$ cat config.mk
export PLATFORM = sky130hd
export DESIGN_NAME = maze_game_ctrl
export DESIGN_NICKNAME = d
export VERILOG_FILES = /design/src/rtl/maze_game_ctrl.sv
export SDC_FILE = /design/constraint.sdc
export NUM_CORES = 1
export LEC_CHECK = 0
export CAP_MARGIN = 10
export CORE_AREA = 2 2 79 81
export DETAILED_ROUTE_END_ITERATION = 8
export DIE_AREA = 0 0 81 83
export PLACE_DENSITY = 0.72
export SLEW_MARGIN = 20
export SYNTH_ARGS = -nofsm -noshare
export SYNTH_HDL_FRONTEND = slang
export SYNTH_SLANG_ARGS = --single-unit
$ cat constraint.sdc
create_clock -name i_Clk -period 1.85 [get_ports i_Clk]
set_input_delay 0.185 -clock i_Clk [delete_from_list [all_inputs] [get_ports i_Clk]]
set_output_delay 0.185 -clock i_Clk [all_outputs]
set_load 0.005 [all_outputs]
$ cat src/rtl/maze_game_ctrl.sv
// maze_game_ctrl: round sequencer for the maze game.
// Detects start presses, runs a 3-2-1 countdown, enables the Timer during play,
// ends the round on goal or time limit, and latches the final time.
// Optional best-time record is compiled in when MAZE_CTRL_BEST_EN is defined;
// otherwise o_Best/o_BestValid/o_NewBest are tied to 0.
module maze_game_ctrl #(
  parameter int          TICK_CYCLES = 100000000,
  parameter logic [11:0] TIME_LIMIT  = 12'h300
) (
  input  logic        i_Clk,
  input  logic        i_Rst,
  input  logic        i_Start,
  input  logic        i_Goal,
  input  logic [3:0]  i_Sec0,
  input  logic [3:0]  i_Sec1,
  input  logic [3:0]  i_Sec2,
  output logic        o_TimerEnable,
  output logic [1:0]  o_State,
  output logic [1:0]  o_Countdown,
  output logic        o_TimedOut,
  output logic [11:0] o_Final,
  output logic [11:0] o_Best,
  output logic        o_BestValid,
  output logic        o_NewBest
);

  typedef enum logic [1:0] {IDLE = 2'd0, READY = 2'd1, RUN = 2'd2, DONE = 2'd3} state_t;

  localparam int            TW        = $clog2(TICK_CYCLES);
  localparam logic [TW-1:0] TICK_LAST = TW'(TICK_CYCLES - 1);

  state_t        state;
  logic [TW-1:0] tick_cnt;
  logic          start_q;   // previous-cycle button sample; resets high so a held button is not a start
  logic          start_ev;
  logic [11:0]   digits;

  assign start_ev = i_Start & ~start_q;
  assign digits   = {i_Sec2, i_Sec1, i_Sec0};
  assign o_State  = state;

  // Round FSM: state, countdown, timer enable and end-of-round latch
  always_ff @(posedge i_Clk or posedge i_Rst) begin
    if (i_Rst) begin
      state         <= IDLE;
      tick_cnt      <= '0;
      start_q       <= 1'b1;
      o_Countdown   <= 2'd0;
      o_TimerEnable <= 1'b0;
      o_TimedOut    <= 1'b0;
      o_Final       <= 12'h000;
    end else begin
      start_q <= i_Start;
      case (state)
        IDLE: begin
          if (start_ev) begin
            state       <= READY;
            o_Countdown <= 2'd3;
            tick_cnt    <= '0;
            o_Final     <= 12'h000;
            o_TimedOut  <= 1'b0;
          end
        end
        READY: begin
          if (start_ev) begin
            state       <= IDLE;
            o_Countdown <= 2'd0;
            tick_cnt    <= '0;
          end else if (tick_cnt == TICK_LAST) begin
            tick_cnt <= '0;
            if (o_Countdown == 2'd1) begin
              state         <= RUN;
              o_Countdown   <= 2'd0;
              o_TimerEnable <= 1'b1;
            end else begin
              o_Countdown <= o_Countdown - 2'd1;
            end
          end else begin
            tick_cnt <= tick_cnt + 1'b1;
          end
        end
        RUN: begin
          // abort beats goal, goal beats time limit
          if (start_ev) begin
            state         <= IDLE;
            o_TimerEnable <= 1'b0;
          end else if (i_Goal) begin
            state         <= DONE;
            o_Final       <= digits;
            o_TimedOut    <= 1'b0;
            o_TimerEnable <= 1'b0;
          end else if (digits == TIME_LIMIT) begin
            state         <= DONE;
            o_Final       <= TIME_LIMIT;
            o_TimedOut    <= 1'b1;
            o_TimerEnable <= 1'b0;
          end
        end
        DONE: begin
          if (start_ev) begin
            state       <= READY;
            o_Countdown <= 2'd3;
            tick_cnt    <= '0;
            o_Final     <= 12'h000;
            o_TimedOut  <= 1'b0;
          end
        end
        default: begin
          state         <= IDLE;
          o_TimerEnable <= 1'b0;
        end
      endcase
    end
  end

`ifdef MAZE_CTRL_BEST_EN
  // Best-clear record: updated on the same edge that latches o_Final for a goal finish
  always_ff @(posedge i_Clk or posedge i_Rst) begin
    if (i_Rst) begin
      o_Best      <= 12'h000;
      o_BestValid <= 1'b0;
      o_NewBest   <= 1'b0;
    end else begin
      o_NewBest <= 1'b0;
      if (state == RUN && !start_ev && i_Goal && (!o_BestValid || digits < o_Best)) begin
        o_Best      <= digits;
        o_BestValid <= 1'b1;
        o_NewBest   <= 1'b1;
      end
    end
  end
`else
  assign o_Best      = 12'h000;
  assign o_BestValid = 1'b0;
  assign o_NewBest   = 1'b0;
`endif

endmodule

# After elaboration in Yosys (flattened, before gate mapping)
# Index checks and enable logic that the tools add are counted.
# op_classes
addsub	2
eq_ne	15
muxes	34
n_bitwise	2
reduce_logical	10
# op_table
operator	n
$mux W27	3
$pmux W27 S2	1
$mux W12	4
$add A27 B1 Y27 const B	1
$eq A27 B27 Y1 const B	1
$pmux W12 S2	1
$mux W2	11
$eq A12 B10 Y1 const B	1
$mux W1	10
$ne A3 B3 Y1 const B	3
$ne A2 B2 Y1 const B	4
$reduce_and A4 Y1	2
$pmux W2 S3	1
$reduce_bool A2 Y1	3
$reduce_and A5 Y1	1
$eq A2 B1 Y1 const B	2
$eq A2 B2 Y1 const B	2
$ne A4 B4 Y1 const B	1
$pmux W1 S2	2
$pmux W2 S2	1
$reduce_and A3 Y1	1
$logic_not A2 Y1	1
$ne A2 B1 Y1 const B	1
$reduce_and A2 Y1	1
other kinds (4)	4
# word_totals
reg_bits	46
inputBits	16
output_inout_bits	32
elab_cells	70

# Longest topological paths before layout
# logic_depth
word_depth	5
ltp_mapped	8

# Worst setup path after synthesis
# OpenSTA, ideal clock, no wires.
# synth_path
path_kind	register -> register
from	reg state[0], in the netlist o_State[0]
to	reg tick_cnt[26]
setup_time_ns	0.078
arrival_time_ns	1.928
required_time_ns	1.772
slack_ns	-0.156
stages_incl_launch_ff	8
n_path_buf	1
synth_period_minus_slack_ns	2.006
cell_sequence	dfrtp_1 -> inv_1 -> ha_1 -> clkbuf_1 -> a211oi_4 -> nand4_4 -> or4_1 -> a21oi_1
# synth_between
elab_chain_len	4
elab_cells_between_ends	8
cone_classes	3 x eq/ne; 1 x mux; 4 x reduce/logical
# synth_rtl
element	line_no	rtl
start: declaration	32	state_t state;
start signal: assignment	45	state <= IDLE;
start signal: assignment	57	state <= READY;
start signal: assignment	66	state <= IDLE;
$eq A2 B2 Y1 / $logic_not A2 Y1 (equally long branches)	54	case (state)
$reduce_or A2 Y1 (no source line)	--	
$ne A2 B1 Y1 (no source line) / $reduce_bool A2 Y1 (equally long branches)	--	
$reduce_and A2 Y1 (no source line)	--	
end signal: assignment	79	tick_cnt <= tick_cnt + 1'b1;
end: declaration	33	logic [TW-1:0] tick_cnt;
# Parallel ways exist; a longest one is shown, timed or not.
# A chain may end at the register's enable or synchronous reset.

# Worst setup path in the final report
# layout_path
from	reg tick_cnt[0]
to	reg tick_cnt[21]
# layout_between
elab_chain_len	4
elab_cells_between_ends	5
cone_classes	1 x add/sub; 1 x eq/ne; 3 x mux
# layout_rtl
element	line_no	rtl
$add A27 B1 Y27 / $eq A27 B27 Y1 (equally long branches)	79, 69	
$mux W27 *	69	end else if (tick_cnt == TICK_LAST) begin
$mux W27 *	65	if (start_ev) begin
$pmux W27 S2 *	54	
# Every way passes the cells marked *; elsewhere a longest branch is shown, timed or not.

==> impl_metrics.tcl <==
set metrics [dict create \
    status "complete, but fails checks" \
    violations "setup timing" \
    criticalPathCategory "reg2reg" \
    slew_headroom 0.657 \
    nNetsFinal 380 \
    drt_iter0_drc 106 \
    die_w_um 81 \
    insertion_delay_ns 0.30 \
    grt_usage 0.202 \
    synthArstFlopShare 1.00 \
    setup_ws_ns -0.137 \
    cp.arrival_ns 2.18 \
    fin_total_pwr_mw 3.82 \
    period_share 1.07 \
    crit_path_end "tick_cnt[21]" \
    wl_mm 6.34 \
    rsz0062_at_grt "yes" \
    worstRegToRegCells 8 \
    synth_top_area_frac 0.434 \
    worstSetupStartpoint "tick_cnt[0]" \
    synthFlopType "dfrtp_1" \
    synth.area.top_cells "dfrtp_1 43%, xor2_1 6.1%, nand2_1 5.5%, buf_4 4.0%, o21ai_0 3.9%" \
    ys_warn_count 0 \
    placed_cell_area_um2 3320 \
    r2r_slack_ns -0.14 \
    antenna_found_initial 0 \
    syn_to_final_growth_pct 38.8 \
    irDropWorstVdd_mv 0.744 \
    synthCells 271 \
    grt_pass1_wl_mm 10.6 \
    synth-seq-area-share 0.444 \
    rows 28 \
    synth_enable_flop_cells 0 \
    power_density_nw_per_um2 1060 \
    drive_gt1_frac 0.279 \
    crit_required_ns 2.04 \
    grt_pass1_vias 2284 \
    postSynthAreaPerCell_um2 9.58 \
    die_area_um2 6720 \
    cts_tree "built" \
    clock-sinks 46 \
    start_kind "register" \
    worst_setup_path_end_kind "register" \
    postCtsHoldBufs 0 \
    critPathMaxFanout 6 \
    cap_violations 0 \
    worst_slew_pin_slew_ns 0.508 \
    ys_types 53 \
    routabilityCongestion 0.838 \
    vias_per_cell 5.27 \
    yosys.area.top_type "dfrtp_1" \
    p_leak_nw 1.58 \
    io_buffers 33 \
    cts_made_buffers 5 \
    htreeDepth 2 \
    synth_seq_cells 46 \
    hpwl_mm 4.42 \
    grt_max_degree 23 \
    slew_viol_final 0 \
    crit_path_max_incr_delay_ns 0.47 \
    drc_errors 0 \
    fin_skew_ns 0.00540 \
    period_needed_ns 1.99 \
    num_vias 2289 \
    timing.rr.end "tick_cnt[21]" \
    cts.clk_slew.worst_paths_ns 0.08 \
    setup-tns-final_ns -3.50 \
    nFillCells 492 \
    syn-cell-area_um2 2600 \
    drtPass1Iterations 4 \
    wl_per_cell_um 14.6 \
    ff_latch_area_um2 1150 \
    setup_viol_count_final 29 \
    crit_slowest_cell "or4_4" \
    fmax_mhz 503 \
    clock_tree.root_cell "clkbuf_8" \
    cts_buffer_depth 2 \
    start_util 0.446 \
    pre_cts_ws_ns -0.231 \
    path_cells "ha_2 > and4bb_2 > nand4_1 > or4_4 > a21oi_4 > buf_12 > buf_16 > nor2_2" \
    multi_input_area_um2 1400 \
    hold_viol 0 \
    min_path_type "in2async" \
    io_pins 48 \
    finalNonFillerCells 434 \
    grt_overflow 0 \
    postRouteAntennaNets 0 \
    final_cell_mix "50 x buf_4, 45 x dfrtp_1, 38 x nand2_1" \
    die_h_um 83 \
    dp_cells 419 \
    core-area_um2 5820 \
    final_common_cell "buf_4" \
    antenna_cells 0 \
    timing.rr.start "tick_cnt[0]" \
    fin_area_um2 3600 \
]
[cells by family after synthesis]
group | synth area share
multiplexers | 0.00819
AND/OR/NAND/NOR | 0.255
AO/OA/AOI/OAI | 0.121
other | 0.00144
flip-flops | 0.444
XOR/XNOR | 0.0675
adder cells (fa/ha/maj) | 0.0289
buffers and inverters | 0.0737
[where the power goes]
group | total, mW | internal, mW | switching [mW] | leakage [nW]
sequential | 1.32 | 1.20 | 0.116 | 0.624
clock | 0.629 | 0.302 | 0.328 | 0.0482
combinational | 1.87 | 0.950 | 0.917 | 0.906
total | 3.82 | 2.46 | 1.36 | 1.58
[area by class of cell]
class,count,area share
clock buffers,7,0.0239
clock inverters,1,0.00139
inverters,9,0.00937
multi-input cells,207,0.389
flip-flops and latches,46,0.320
well taps,75,0.0260
repair buffers,89,0.231
[worst min path at each step]
stage,startpoint,to,slack [ns],cells past startpoint
6_report,i_Rst,tick_cnt[24],0.22,2
5_1_grt,i_Rst,tick_cnt[24],0.25,2
4_1_cts,i_Rst,tick_cnt[24],0.21,2
3_5_place_dp,o_Final[9],o_Final[9],0.47,2
3_3_place_gp,o_TimedOut,o_TimedOut,0.46,2
2_1_floorplan,i_Start,start_q,0.19,0
[worst max-delay path, delay by kind of cell, from the launching register on]
| kind | cells | cell delay [ns] |
|---|---|---|
| AND/OR/NAND/NOR | 4 | 0.87 |
| flip-flops | 1 | 0.37 |
| buffers and inverters | 2 | 0.27 |
| adder cells (fa/ha/maj) | 1 | 0.19 |
| AO/OA/AOI/OAI | 1 | 0.19 |
[per-layer routing]
layer | routed length (um) | vias to the layer above | track usage
met2 | 3080 | 51 | 0.328
li1 | - | 1111 | -
met5 | 0 | - | 0
met3 | 308 | 7 | 0.0413
met4 | 93 | 0 | 0.0724
met1 | 2860 | 1120 | 0.264
[synthesized netlist by cell type, drive strengths merged (2+ instances only)]
cell type  instances
nand3             12
dfrtp             45
o21ai             20
nor2              23
ha                 6
a211oi             2
a21oi             11
or4                2
nand2             39
nand4             11
nand2b             2
and3               4
a41oi              2
xnor2              2
o31ai              4
xor2              18
and4               4
nor4               3
or3                4
buf               17
inv                9
a311oi             2
clkbuf             5
nor4b              3
nor3               3
[sequential cells by signal, summed over array words and instances, names as in the netlist]
| signal | cells |
|---|---|
| start_q | 1 |
| o_TimerEnable | 1 |
| o_Final | 12 |
| tick_cnt | 27 |
| o_Countdown | 2 |
| o_State | 2 |
| o_TimedOut | 1 |
[timing repair]
action / in CTS / in global routing
cloned: 2 / 0
buffers inserted: 5 / 0
endpoints found under the setup margin: 28 / 33
resized for setup: 12 / 6
pin swaps: 3 / 4
[per-stage QoR]
stage / hold slack (ns) / util
finish: 0.224 / 0.620
CTS: 0.211 / 0.614
global route: 0.246 / 0.620
floorplan: 0.189 / -
detailed placement: 0.469 / 0.571
global placement: 0.460 / 0.571
No activity file was read; power rests on OpenSTA's default activity.
